[src/rtl/clkdet_scan_ctrl_if.sv]
// Bus bundle for clkdet_scan_ctrl.
//   master : scan-policy side (enable, mask, loss clear) plus the detector
//            cell outputs; observes all status.
//   slave  : the scan controller itself.
// Signals:
//   EN        scan enable
//   CH_MASK   1 = channel monitored
//   DET_Q     detector cell outputs (asynchronous to CLK)
//   LOSS_CLR  per-channel clear of sticky LOSS
//   DET_RST   active-high reset to each detector cell
//   CLK_OK    channel currently judged running
//   LOSS      sticky loss flag
//   EVT       one-cycle pulse when a channel drops out of CLK_OK
//   BUSY      scan in progress
//   CUR_CH    channel under test
interface clkdet_scan_ctrl_if #(
  parameter int NCH = 4
);
  localparam int CW = (NCH > 1) ? $clog2(NCH) : 1;

  logic           EN;
  logic [NCH-1:0] CH_MASK;
  logic [NCH-1:0] DET_Q;
  logic [NCH-1:0] LOSS_CLR;
  logic [NCH-1:0] DET_RST;
  logic [NCH-1:0] CLK_OK;
  logic [NCH-1:0] LOSS;
  logic           EVT;
  logic           BUSY;
  logic [CW-1:0]  CUR_CH;

  modport master (
    output EN, CH_MASK, DET_Q, LOSS_CLR,
    input  DET_RST, CLK_OK, LOSS, EVT, BUSY, CUR_CH
  );

  modport slave (
    input  EN, CH_MASK, DET_Q, LOSS_CLR,
    output DET_RST, CLK_OK, LOSS, EVT, BUSY, CUR_CH
  );
endinterface

[src/rtl/clkdet_scan_ctrl.sv]
// clkdet_scan_ctrl: round-robin clock-detector scanner.
// Visits each monitored channel in turn: holds its detector cell in reset
// (ARM), releases it for WINDOW cycles (WAIT), samples the synchronized
// detector output (SAMPLE) and then picks the next channel (NEXT).
// Per-channel status (sync, miss debounce, CLK_OK, sticky LOSS) lives in
// one clkdet_lane instance per channel.
// Ports:
//   CLK  supervisory clock, rising edge
//   RST  asynchronous active-low reset
//   bus  clkdet_scan_ctrl_if.slave (see interface header)

// Per-channel status lane.
//   det_q  raw detector output      mon  channel is in the mask
//   smp    this channel is sampled  clr  sticky loss clear
//   clk_ok / loss  status           fall CLK_OK drops this cycle
module clkdet_lane #(
  parameter int MISS_LIM = 3
) (
  input  logic CLK,
  input  logic RST,
  input  logic det_q,
  input  logic mon,
  input  logic smp,
  input  logic clr,
  output logic clk_ok,
  output logic loss,
  output logic fall
);
  localparam int MW = 4;

  logic [1:0]    sync;
  logic [MW-1:0] miss, miss_n;
  logic          hit, lose;

  assign hit    = sync[1];
  // Miss count saturates at the limit, so an unrecovered channel keeps
  // re-asserting LOSS on every further miss.
  assign miss_n = (miss == MW'(MISS_LIM)) ? miss : miss + 1'b1;
  assign lose   = smp && !hit && (miss_n == MW'(MISS_LIM));
  assign fall   = lose && clk_ok;

  always_ff @(posedge CLK or negedge RST) begin
    if (!RST) begin
      sync   <= '0;
      miss   <= '0;
      clk_ok <= 1'b0;
      loss   <= 1'b0;
    end else begin
      sync <= {sync[0], det_q};
      if (!mon) begin
        miss   <= '0;
        clk_ok <= 1'b0;
      end else if (smp) begin
        if (hit) begin
          miss   <= '0;
          clk_ok <= 1'b1;
        end else begin
          miss <= miss_n;
          if (lose) clk_ok <= 1'b0;
        end
      end
      // set beats clear in the same cycle
      if (lose)     loss <= 1'b1;
      else if (clr) loss <= 1'b0;
    end
  end
endmodule

module clkdet_scan_ctrl #(
  parameter int NCH      = 4,
  parameter int WINDOW   = 64,
  parameter int MISS_LIM = 3,
  parameter int RST_CYC  = 2
) (
  input  logic               CLK,
  input  logic               RST,
  clkdet_scan_ctrl_if.slave  bus
);
  localparam int CW   = (NCH > 1) ? $clog2(NCH) : 1;
  localparam int CNTW = $clog2(WINDOW + RST_CYC + 1);

  typedef enum logic [2:0] {IDLE, ARM, WAIT, SAMPLE, NEXT} state_t;

  state_t          state, state_n;
  logic [CNTW-1:0] cnt, cnt_n;
  logic [CW-1:0]   cur_ch, cur_n;
  logic            evt;
  logic            cur_mon, smp_v;
  logic [NCH-1:0]  det_rst, smp, clk_ok, loss, fall;

  // Lowest set mask bit at or above start, wrapping; start == NCH means
  // "wrap to the bottom".
  function automatic logic [CW-1:0] pick(input logic [NCH-1:0] m,
                                         input logic [CW:0]    start);
    logic [CW-1:0] r_any, r_hi;
    logic          hi;
    r_any = '0;
    r_hi  = '0;
    hi    = 1'b0;
    for (int j = NCH - 1; j >= 0; j--) begin
      if (m[j]) begin
        r_any = CW'(j);
        if (j >= int'(start)) begin
          r_hi = CW'(j);
          hi   = 1'b1;
        end
      end
    end
    return hi ? r_hi : r_any;
  endfunction

  assign cur_mon = bus.CH_MASK[cur_ch];

  always_ff @(posedge CLK or negedge RST) begin
    if (!RST) begin
      state  <= IDLE;
      cnt    <= '0;
      cur_ch <= '0;
      evt    <= 1'b0;
    end else begin
      state  <= state_n;
      cnt    <= cnt_n;
      cur_ch <= cur_n;
      evt    <= |fall;
    end
  end

  always_comb begin
    state_n = state;
    cnt_n   = cnt + 1'b1;
    cur_n   = cur_ch;
    case (state)
      IDLE: begin
        cnt_n = '0;
        if (bus.EN && |bus.CH_MASK) begin
          state_n = ARM;
          cur_n   = pick(bus.CH_MASK, {1'b0, cur_ch});
        end
      end
      ARM, WAIT, SAMPLE: begin
        if (!bus.EN) begin
          state_n = IDLE;
          cnt_n   = '0;
        end else if (!cur_mon) begin
          state_n = NEXT;
          cnt_n   = '0;
        end else if (state == ARM) begin
          if (cnt == CNTW'(RST_CYC - 1)) begin
            state_n = WAIT;
            cnt_n   = '0;
          end
        end else if (state == WAIT) begin
          if (cnt == CNTW'(WINDOW - 1)) begin
            state_n = SAMPLE;
            cnt_n   = '0;
          end
        end else begin
          state_n = NEXT;
          cnt_n   = '0;
        end
      end
      NEXT: begin
        cnt_n = '0;
        if (|bus.CH_MASK) cur_n = pick(bus.CH_MASK, {1'b0, cur_ch} + 1'b1);
        state_n = (bus.EN && |bus.CH_MASK) ? ARM : IDLE;
      end
      default: begin
        state_n = IDLE;
        cnt_n   = '0;
      end
    endcase
  end

  // Only the channel under test is released, and only during WAIT/SAMPLE.
  assign smp_v = (state == SAMPLE) && bus.EN && cur_mon;

  always_comb begin
    det_rst = '1;
    smp     = '0;
    for (int i = 0; i < NCH; i++) begin
      if (cur_ch == CW'(i)) begin
        det_rst[i] = !((state == WAIT) || (state == SAMPLE));
        smp[i]     = smp_v;
      end
    end
  end

  for (genvar i = 0; i < NCH; i++) begin : g_lane
    clkdet_lane #(.MISS_LIM(MISS_LIM)) u_lane (
      .CLK    (CLK),
      .RST    (RST),
      .det_q  (bus.DET_Q[i]),
      .mon    (bus.CH_MASK[i]),
      .smp    (smp[i]),
      .clr    (bus.LOSS_CLR[i]),
      .clk_ok (clk_ok[i]),
      .loss   (loss[i]),
      .fall   (fall[i])
    );
  end

  assign bus.DET_RST = det_rst;
  assign bus.CLK_OK  = clk_ok;
  assign bus.LOSS    = loss;
  assign bus.EVT     = evt;
  assign bus.BUSY    = (state != IDLE);
  assign bus.CUR_CH  = cur_ch;
endmodule

[src/flat_wrapper.sv]
// flat-port wrapper written by rule: the top's interface ports become plain ports
module clkdet_scan_ctrl_flat 
#(
  parameter int NCH      = 4,
  parameter int WINDOW   = 64,
  parameter int MISS_LIM = 3,
  parameter int RST_CYC  = 2
)
  (CLK, RST, bus_EN, bus_CH_MASK, bus_DET_Q, bus_LOSS_CLR, bus_DET_RST, bus_CLK_OK, bus_LOSS, bus_EVT, bus_BUSY, bus_CUR_CH);
  clkdet_scan_ctrl_if #(.NCH(NCH)) bus_i ();
  input  logic CLK;
  input  logic RST;
  input wire logic [$bits(bus_i.EN)-1:0] bus_EN;
  input wire logic [$bits(bus_i.CH_MASK)-1:0] bus_CH_MASK;
  input wire logic [$bits(bus_i.DET_Q)-1:0] bus_DET_Q;
  input wire logic [$bits(bus_i.LOSS_CLR)-1:0] bus_LOSS_CLR;
  output wire logic [$bits(bus_i.DET_RST)-1:0] bus_DET_RST;
  output wire logic [$bits(bus_i.CLK_OK)-1:0] bus_CLK_OK;
  output wire logic [$bits(bus_i.LOSS)-1:0] bus_LOSS;
  output wire logic [$bits(bus_i.EVT)-1:0] bus_EVT;
  output wire logic [$bits(bus_i.BUSY)-1:0] bus_BUSY;
  output wire logic [$bits(bus_i.CUR_CH)-1:0] bus_CUR_CH;
  assign bus_i.EN = bus_EN;
  assign bus_i.CH_MASK = bus_CH_MASK;
  assign bus_i.DET_Q = bus_DET_Q;
  assign bus_i.LOSS_CLR = bus_LOSS_CLR;
  assign bus_DET_RST = bus_i.DET_RST;
  assign bus_CLK_OK = bus_i.CLK_OK;
  assign bus_LOSS = bus_i.LOSS;
  assign bus_EVT = bus_i.EVT;
  assign bus_BUSY = bus_i.BUSY;
  assign bus_CUR_CH = bus_i.CUR_CH;
  clkdet_scan_ctrl #(.NCH(NCH), .WINDOW(WINDOW), .MISS_LIM(MISS_LIM), .RST_CYC(RST_CYC)) u_core (.CLK(CLK), .RST(RST), .bus(bus_i));
endmodule
[config.mk]
export PLATFORM = sky130hd
export DESIGN_NAME = clkdet_scan_ctrl_flat
export DESIGN_NICKNAME = d
export VERILOG_FILES = /design/src/rtl/clkdet_scan_ctrl_if.sv /design/src/rtl/clkdet_scan_ctrl.sv /design/src/flat_wrapper.sv
export SDC_FILE = /design/constraint.sdc
export NUM_CORES = 1
export LEC_CHECK = 0
export ABC_AREA = 1
export CORE_MARGIN = 2
export CORE_UTILIZATION = 34
export CTS_BUF_LIST = sky130_fd_sc_hd__clkbuf_2
export CTS_CLUSTER_DIAMETER = 150
export DETAILED_ROUTE_END_ITERATION = 16
export PLACE_DENSITY_LB_ADDON = 0.2
export SLEW_MARGIN = 10
export SYNTH_ARGS = -nofsm -noshare
export SYNTH_HDL_FRONTEND = slang
export SYNTH_SLANG_ARGS = --single-unit
[constraint.sdc]
create_clock -name CLK -period 1.8 [get_ports CLK]
set_input_delay 0.36 -clock CLK [delete_from_list [all_inputs] [get_ports CLK]]
set_output_delay 0.36 -clock CLK [all_outputs]
set_load 0.02 [all_outputs]
Word level (Yosys, flattened, before mapping)
Cells that the tools add are included.
{"block": "op_classes", "mux": 108, "n_eq_ne": 29, "n_lt_le_gt_ge": 8, "n_addsub": 6, "reduce_logical": 38}
{"cell": "two-way mux 4 bit", "count": 16}
{"cell": "two-way mux 1 bit", "count": 53}
{"cell": "two-way mux 7 bit", "count": 7}
{"cell": "two-way mux 2 bit", "count": 22}
{"cell": "== test 4 x 2 -> 1 bit (second input constant)", "count": 8}
{"cell": "two-way mux 3 bit", "count": 7}
{"cell": "adder 4 x 1 -> 4 bit (second input constant)", "count": 4}
{"cell": "logical AND 1 bit", "count": 15}
{"cell": "!= test 2 x 1 -> 1 bit (second input constant)", "count": 6}
{"cell": "!= test 3 x 1 -> 1 bit (second input constant)", "count": 4}
{"cell": "nonzero test 2 bit", "count": 5}
{"cell": "case mux 3 bit (3 select lines)", "count": 1}
{"cell": "AND reduction 2 bit", "count": 4}
{"cell": "OR reduction 4 bit", "count": 2}
{"cell": "adder 7 x 1 -> 7 bit (second input constant)", "count": 1}
{"cell": "== test 7 x 1 -> 1 bit (second input constant)", "count": 1}
{"cell": "== test 7 x 6 -> 1 bit (second input constant)", "count": 1}
{"cell": "== test 3 x 2 -> 1 bit (second input constant)", "count": 2}
{"cell": ">= comparator 1 x 3 -> 1 bit (first input constant)", "count": 2}
{"cell": ">= comparator 2 x 3 -> 1 bit (first input constant)", "count": 2}
{"cell": "!= test 6 bit (second input constant)", "count": 1}
{"cell": "AND reduction 3 bit", "count": 2}
{"cell": "logical NOT 1 bit", "count": 5}
{"cell": "!= test 5 bit (second input constant)", "count": 1}
{"cell": "15 further kinds", "count": 17}
{"block": "totals", "in_bits": 15, "wordCells": 209, "ff_bits": 45}

Longest topological paths before layout
{"block": "logic_depth", "ltp_word": 15, "depth_mapped": 11, "ltp_nobuf": 11}

Cells and area by module
A second synthesis with hierarchy kept.
{"block": "hier_totals", "hier_cells": 362, "area_unflattened_um2": 2621.3}
{"module": "clkdet_lane", "n_inst": 4, "cells_per_inst": 55, "seq_area_each_um2": 200.2, "area_each_um2": 409.1}
{"module": "clkdet_scan_ctrl", "n_inst": 1, "cells_per_inst": 142, "seq_area_each_um2": 325.3, "area_each_um2": 984.7}

Least setup slack after synthesis
No wires, ideal clock.
{"block": "synth_path", "path_kind": "reg-to-reg", "start": "register u_core.cur_ch[1] (netlist: u_core.bus.CUR_CH[1])", "end": "register u_core.cur_ch[0] (netlist: u_core.bus.CUR_CH[0])", "setup_slack_ps": 301, "required_ps": 1683, "setup_ps": 117, "t_arrival_ps": 1382, "path_stages_with_launch": 10, "path_cell_list": "dfrtp_1 clkbuf_4 nand2_1 inv_1 o21ai_0 nor2_1 o21ai_0 nand2_1 nand2_1 nand2_1"}
{"block": "synth_via", "elab_chain_len": 15, "elab_cells_between_ends": 45}
{"item": "start, declared", "line_no": "clkdet_scan_ctrl.sv:86", "text": "logic [CW-1:0] cur_ch, cur_n;"}
{"item": "start signal, assigned", "line_no": "clkdet_scan_ctrl.sv:123", "text": "cur_ch <= cur_n;"}
{"item": "adder 2 x 1 -> 3 bit", "line_no": "clkdet_scan_ctrl.sv:164", "text": "if (|bus.CH_MASK) cur_n = pick(bus.CH_MASK, {1'b0, cur_ch} + 1'b1);"}
{"item": ">= comparator 2 x 3 -> 1 bit", "line_no": "clkdet_scan_ctrl.sv:103", "text": "if (j >= int'(start)) begin"}
{"item": "two-way mux 1 bit", "line_no": "clkdet_scan_ctrl.sv:103"}
{"item": "two-way mux 1 bit", "line_no": "clkdet_scan_ctrl.sv:101", "text": "if (m[j]) begin"}
{"item": "two-way mux 1 bit", "line_no": "clkdet_scan_ctrl.sv:103"}
{"item": "two-way mux 1 bit", "line_no": "clkdet_scan_ctrl.sv:101"}
{"item": "two-way mux 1 bit", "line_no": "clkdet_scan_ctrl.sv:103"}
{"item": "two-way mux 1 bit", "line_no": "clkdet_scan_ctrl.sv:101"}
{"item": "two-way mux 1 bit", "line_no": "clkdet_scan_ctrl.sv:103"}
{"item": "two-way mux 1 bit", "line_no": "clkdet_scan_ctrl.sv:101"}
{"item": "two-way mux 1 bit", "line_no": "clkdet_scan_ctrl.sv:164"}
{"item": "two-way mux 1 bit", "line_no": "clkdet_scan_ctrl.sv:132", "text": "case (state)"}
{"item": "two-way mux 2 bit", "line_no": "clkdet_scan_ctrl.sv:109", "text": "return hi ? r_hi : r_any;"}
{"item": "two-way mux 2 bit", "line_no": "clkdet_scan_ctrl.sv:164"}
{"item": "case mux 2 bit (2 select lines) *", "line_no": "clkdet_scan_ctrl.sv:132"}
Every way passes the cells marked *; elsewhere a longest branch is shown, timed or not. The select of a mux whose other input is x is not followed.
A chain may end at the register's enable or synchronous reset.

Worst setup path in the final report
{"block": "layout_path", "start": "register u_core.state[1]", "end": "output port bus_BUSY"}
{"block": "layout_via", "elab_chain_len": 1}
{"item": "start, declared", "line_no": "clkdet_scan_ctrl.sv:84", "text": "state_t state, state_n;"}
{"item": "start signal, assigned", "line_no": "clkdet_scan_ctrl.sv:121", "text": "state <= state_n;"}
{"item": "nonzero test 3 bit", "line_no": "clkdet_scan_ctrl.sv:206", "text": "assign bus.BUSY = (state != IDLE);"}
{"item": "end, declared", "line_no": "flat_wrapper.sv:21", "text": "output wire logic [$bits(bus_i.BUSY)-1:0] bus_BUSY;"}
No other way between the ends.

==> impl_metrics.env <==
export IMPL_synthTopCellsByArea="dfrtp_1 43%, nand2_1 16%, inv_1 8.5%"
export IMPL_die_x_um=91.8
export IMPL_synth_async_reset_ratio=1.00
export IMPL_worstMarginPinSlew_ns=0.436
export IMPL_yosysWarnings=0
export IMPL_p_leak_nw=1.67
export IMPL_synth_top_family_by_area="simple AND/OR/NAND/NOR gates"
export IMPL_cts_tree="done"
export IMPL_clockPowerShare=0.147
export IMPL_finalCritPeriodShare=0.979
export IMPL_clock_latency_ns=0.38
export IMPL_routed_via_density=4.55
export IMPL_antenna_found_initial=0
export IMPL_start_util=0.344
export IMPL_grt_pass1_wl_mm=10.3
export IMPL_syn_area_um2=2620
export IMPL_grt_use_total=0.148
export IMPL_io_buffers=30
export IMPL_vias=2382
export IMPL_wl_met1_mm=2.68
export IMPL_cp_start_kind="flop"
export IMPL_finalSetupTns_ns=0
export IMPL_dp_hpwl_mm=4.40
export IMPL_yosys_area_share_simple=0.309
export IMPL_total_power_mw=2.70
export IMPL_area_growth_pct=25.2
export IMPL_synth_xor_area_share=0.0134
export IMPL_synth_area_per_cell_um2=7.32
export IMPL_synth_edf_count=0
export IMPL_wl_met2_mm=2.68
export IMPL_stdcell_area_um2=3280
export IMPL_muxShareOfSynthArea=0
export IMPL_power_density_nw_per_um2=823
export IMPL_diodes=0
export IMPL_critical_path_class="flop to output pin"
export IMPL_power_switching_mw=1.03
export IMPL_synth_compound_area_frac=0.109
export IMPL_synth_cells=358
export IMPL_status="finished clean"
export IMPL_slew_viol_final=0
export IMPL_instances_no_fill=524
export IMPL_grt_max_degree=20
export IMPL_nets=442
export IMPL_min_path_type="flop to flop"
export IMPL_die_height_um=91.8
export IMPL_ys_ff_latch=45
export IMPL_synth_top_cells_by_count="114 x nand2_1, 59 x inv_1, 45 x dfrtp_1"
export IMPL_rows=32
export IMPL_cts_buffer_depth=2
export IMPL_dieArea_um2=8420
export IMPL_clk_pin_slew_ns=0.22
export IMPL_core_area_um2=7610
export IMPL_io_pins=31
export IMPL_overflow=0
export IMPL_post_route_drc_count=0
export IMPL_power_switching_share=0.381
export IMPL_htreeDepth=2
export IMPL_synth_most_common_cell="nand2_1"
export IMPL_synth_fp_nets=379
export IMPL_first_global_vias=2395
export IMPL_comb_power_share=0.427
export IMPL_p_seq_frac=0.426
export IMPL_antenna_left=0
export IMPL_synth_cell_types=25
export IMPL_fmax_ghz=0.568
export IMPL_cts_sinks=45
export IMPL_slew_headroom=0.709
export IMPL_wl_mm=5.64
export IMPL_cts_buffers=5
export IMPL_worst_path_max_fanout=4
export IMPL_wl_met3_um=221
export IMPL_cp_arrival_ns=1.40
export IMPL_dp_cells=509
export IMPL_setup_viol=0
export IMPL_drt_iter0_markers=86
export IMPL_routedWlPerCell_um=10.8
export IMPL_yosysSeqAreaShare=0.430
export IMPL_end_kind="output pin"
export IMPL_synth_area_leader_cell="dfrtp_1"
export IMPL_finalHoldViolations=0
export IMPL_dr_pass1_iters=4
export IMPL_gp_congestion=0.912
export IMPL_cts_root_buffer="clkbuf_2"
export IMPL_drive_gt1_frac=0.166
export IMPL_grt_setup_unrepaired="true"
export IMPL_worstPathRequired_ns=1.44
export IMPL_synth_ff_type="dfrtp_1"
export IMPL_internal_power_mw=1.67
export IMPL_synthAdderAreaFrac=0.0287
export IMPL_cap_violations=0
export IMPL_final_setup_skew_ns=0.0139
export IMPL_top_layer_used="met4"
export IMPL_place_area_um2=3190
export IMPL_period_needed_ns=1.76
export IMPL_synth_top_area_share=0.430
export IMPL_peakVddDrop_mv=0.385
[kinds of logic after synthesis]
| logic type | count (synthesis) |
|---|---|
| xor+xnor | 4 |
| compound gates | 50 |
| buf+inv | 68 |
| simple gates | 185 |
| fa+ha+maj | 6 |
| flops | 45 |
[final timing paths]
check / end / depth (start not counted) / startpoint / slack, ns
worst max-delay path: bus_BUSY / 5 / u_core.state[1] / 0.04
worst min-delay path: u_core.g_lane[0].u_lane.sync[1] / 0 / u_core.g_lane[0].u_lane.sync[0] / 0.37
worst max register to register: u_core.g_lane[3].u_lane.clk_ok / 9 / u_core.bus.CUR_CH[1] / 0.21
worst min register to register: u_core.g_lane[0].u_lane.sync[1] / 0 / u_core.g_lane[0].u_lane.sync[0] / 0.37
max in group asynchronous: u_core.g_lane[3].u_lane.miss[1] / 3 / RST / 0.83
min in group asynchronous: u_core.g_lane[0].u_lane.miss[2] / 2 / RST / 0.41
[flip-flops by register name, summed over array words and instances, names as in the netlist]
register / cells
u_core.bus.CUR_CH: 2
u_core.bus.EVT: 1
u_core.cnt: 7
u_core.g_lane.u_lane.clk_ok: 4
u_core.g_lane.u_lane.loss: 4
u_core.g_lane.u_lane.miss: 16
u_core.g_lane.u_lane.sync: 8
u_core.state: 3
[final cells by class]
class | count | area, µm²
sequential | 45 | 1130
clock inverter | 3 | 12.5
inverter | 59 | 221
timing repair buffer | 65 | 547
fill | 792 | 4330
clock buffer | 5 | 25.0
multi-input combinational | 245 | 1220
tap | 102 | 128
[cells in the final DEF, fill, tap and decap left out, types with 3 or more instances in the layout]
| cell type | instances |
|---|---|
| nand2_1 | 113 |
| inv_1 | 55 |
| dfrtp_1 | 44 |
| buf_4 | 33 |
| nand3_1 | 27 |
| nor2_1 | 23 |
| o21ai_0 | 23 |
| o22ai_1 | 14 |
| clkdlybuf4s50_1 | 14 |
| a21oi_1 | 6 |
| dlygate4sd2_1 | 6 |
| ha_1 | 5 |
| clkbuf_2 | 5 |
| xor2_1 | 4 |
| inv_2 | 4 |
| nor2_2 | 4 |
| nand2_2 | 4 |
| o21ai_2 | 4 |
| buf_2 | 4 |
| dlymetal6s2s_1 | 4 |
| nand4_1 | 3 |
| nor2_4 | 3 |
[metrics by stage]
step,util,hold WS (ns),setup slack [ns]
finish,0.431,0.370,0.0382
floorplan,-,0.0644,0.301
detailed placement,0.419,0.327,-0.120
CTS,0.425,0.338,-0.00209
global placement,0.419,0.328,-0.0962
global route,0.431,0.328,-0.0643
[layer usage]
metal / global-route usage / vias up
met3: 0.0304 / 4
met5: 0 / -
met2: 0.247 / 47
li1: - / 1255
met1: 0.194 / 1076
met4: 0.0448 / 0
[power by group through the flow]
stage	clock network (mW)	logic (mW)	registers, mW
final	0.398	1.15	1.15
after global routing	0.468	1.31	1.16
after floorplan	0	0.571	1.18
after CTS	0.433	1.07	1.15
after global placement	0	1.02	1.18
after detailed placement	0	1.02	1.18
[what timing repair did]
item | 4_1_cts | 5_1_grt
resized for setup | 28 | 18
hold buffers | 1 | 0
buffers inserted | 4 | 2
endpoints found under the hold margin | 17 | 0
endpoints found under the setup margin | 11 | 11
pin swaps | 0 | 2
[critical path, cell delays in order, from the launching register on]
cell     delay (ns)
dfrtp_1        0.47
nor2_2         0.15
inv_1          0.07
nor2_2         0.14
inv_2          0.06
buf_6          0.13
Power figures use the tool's default switching activity.
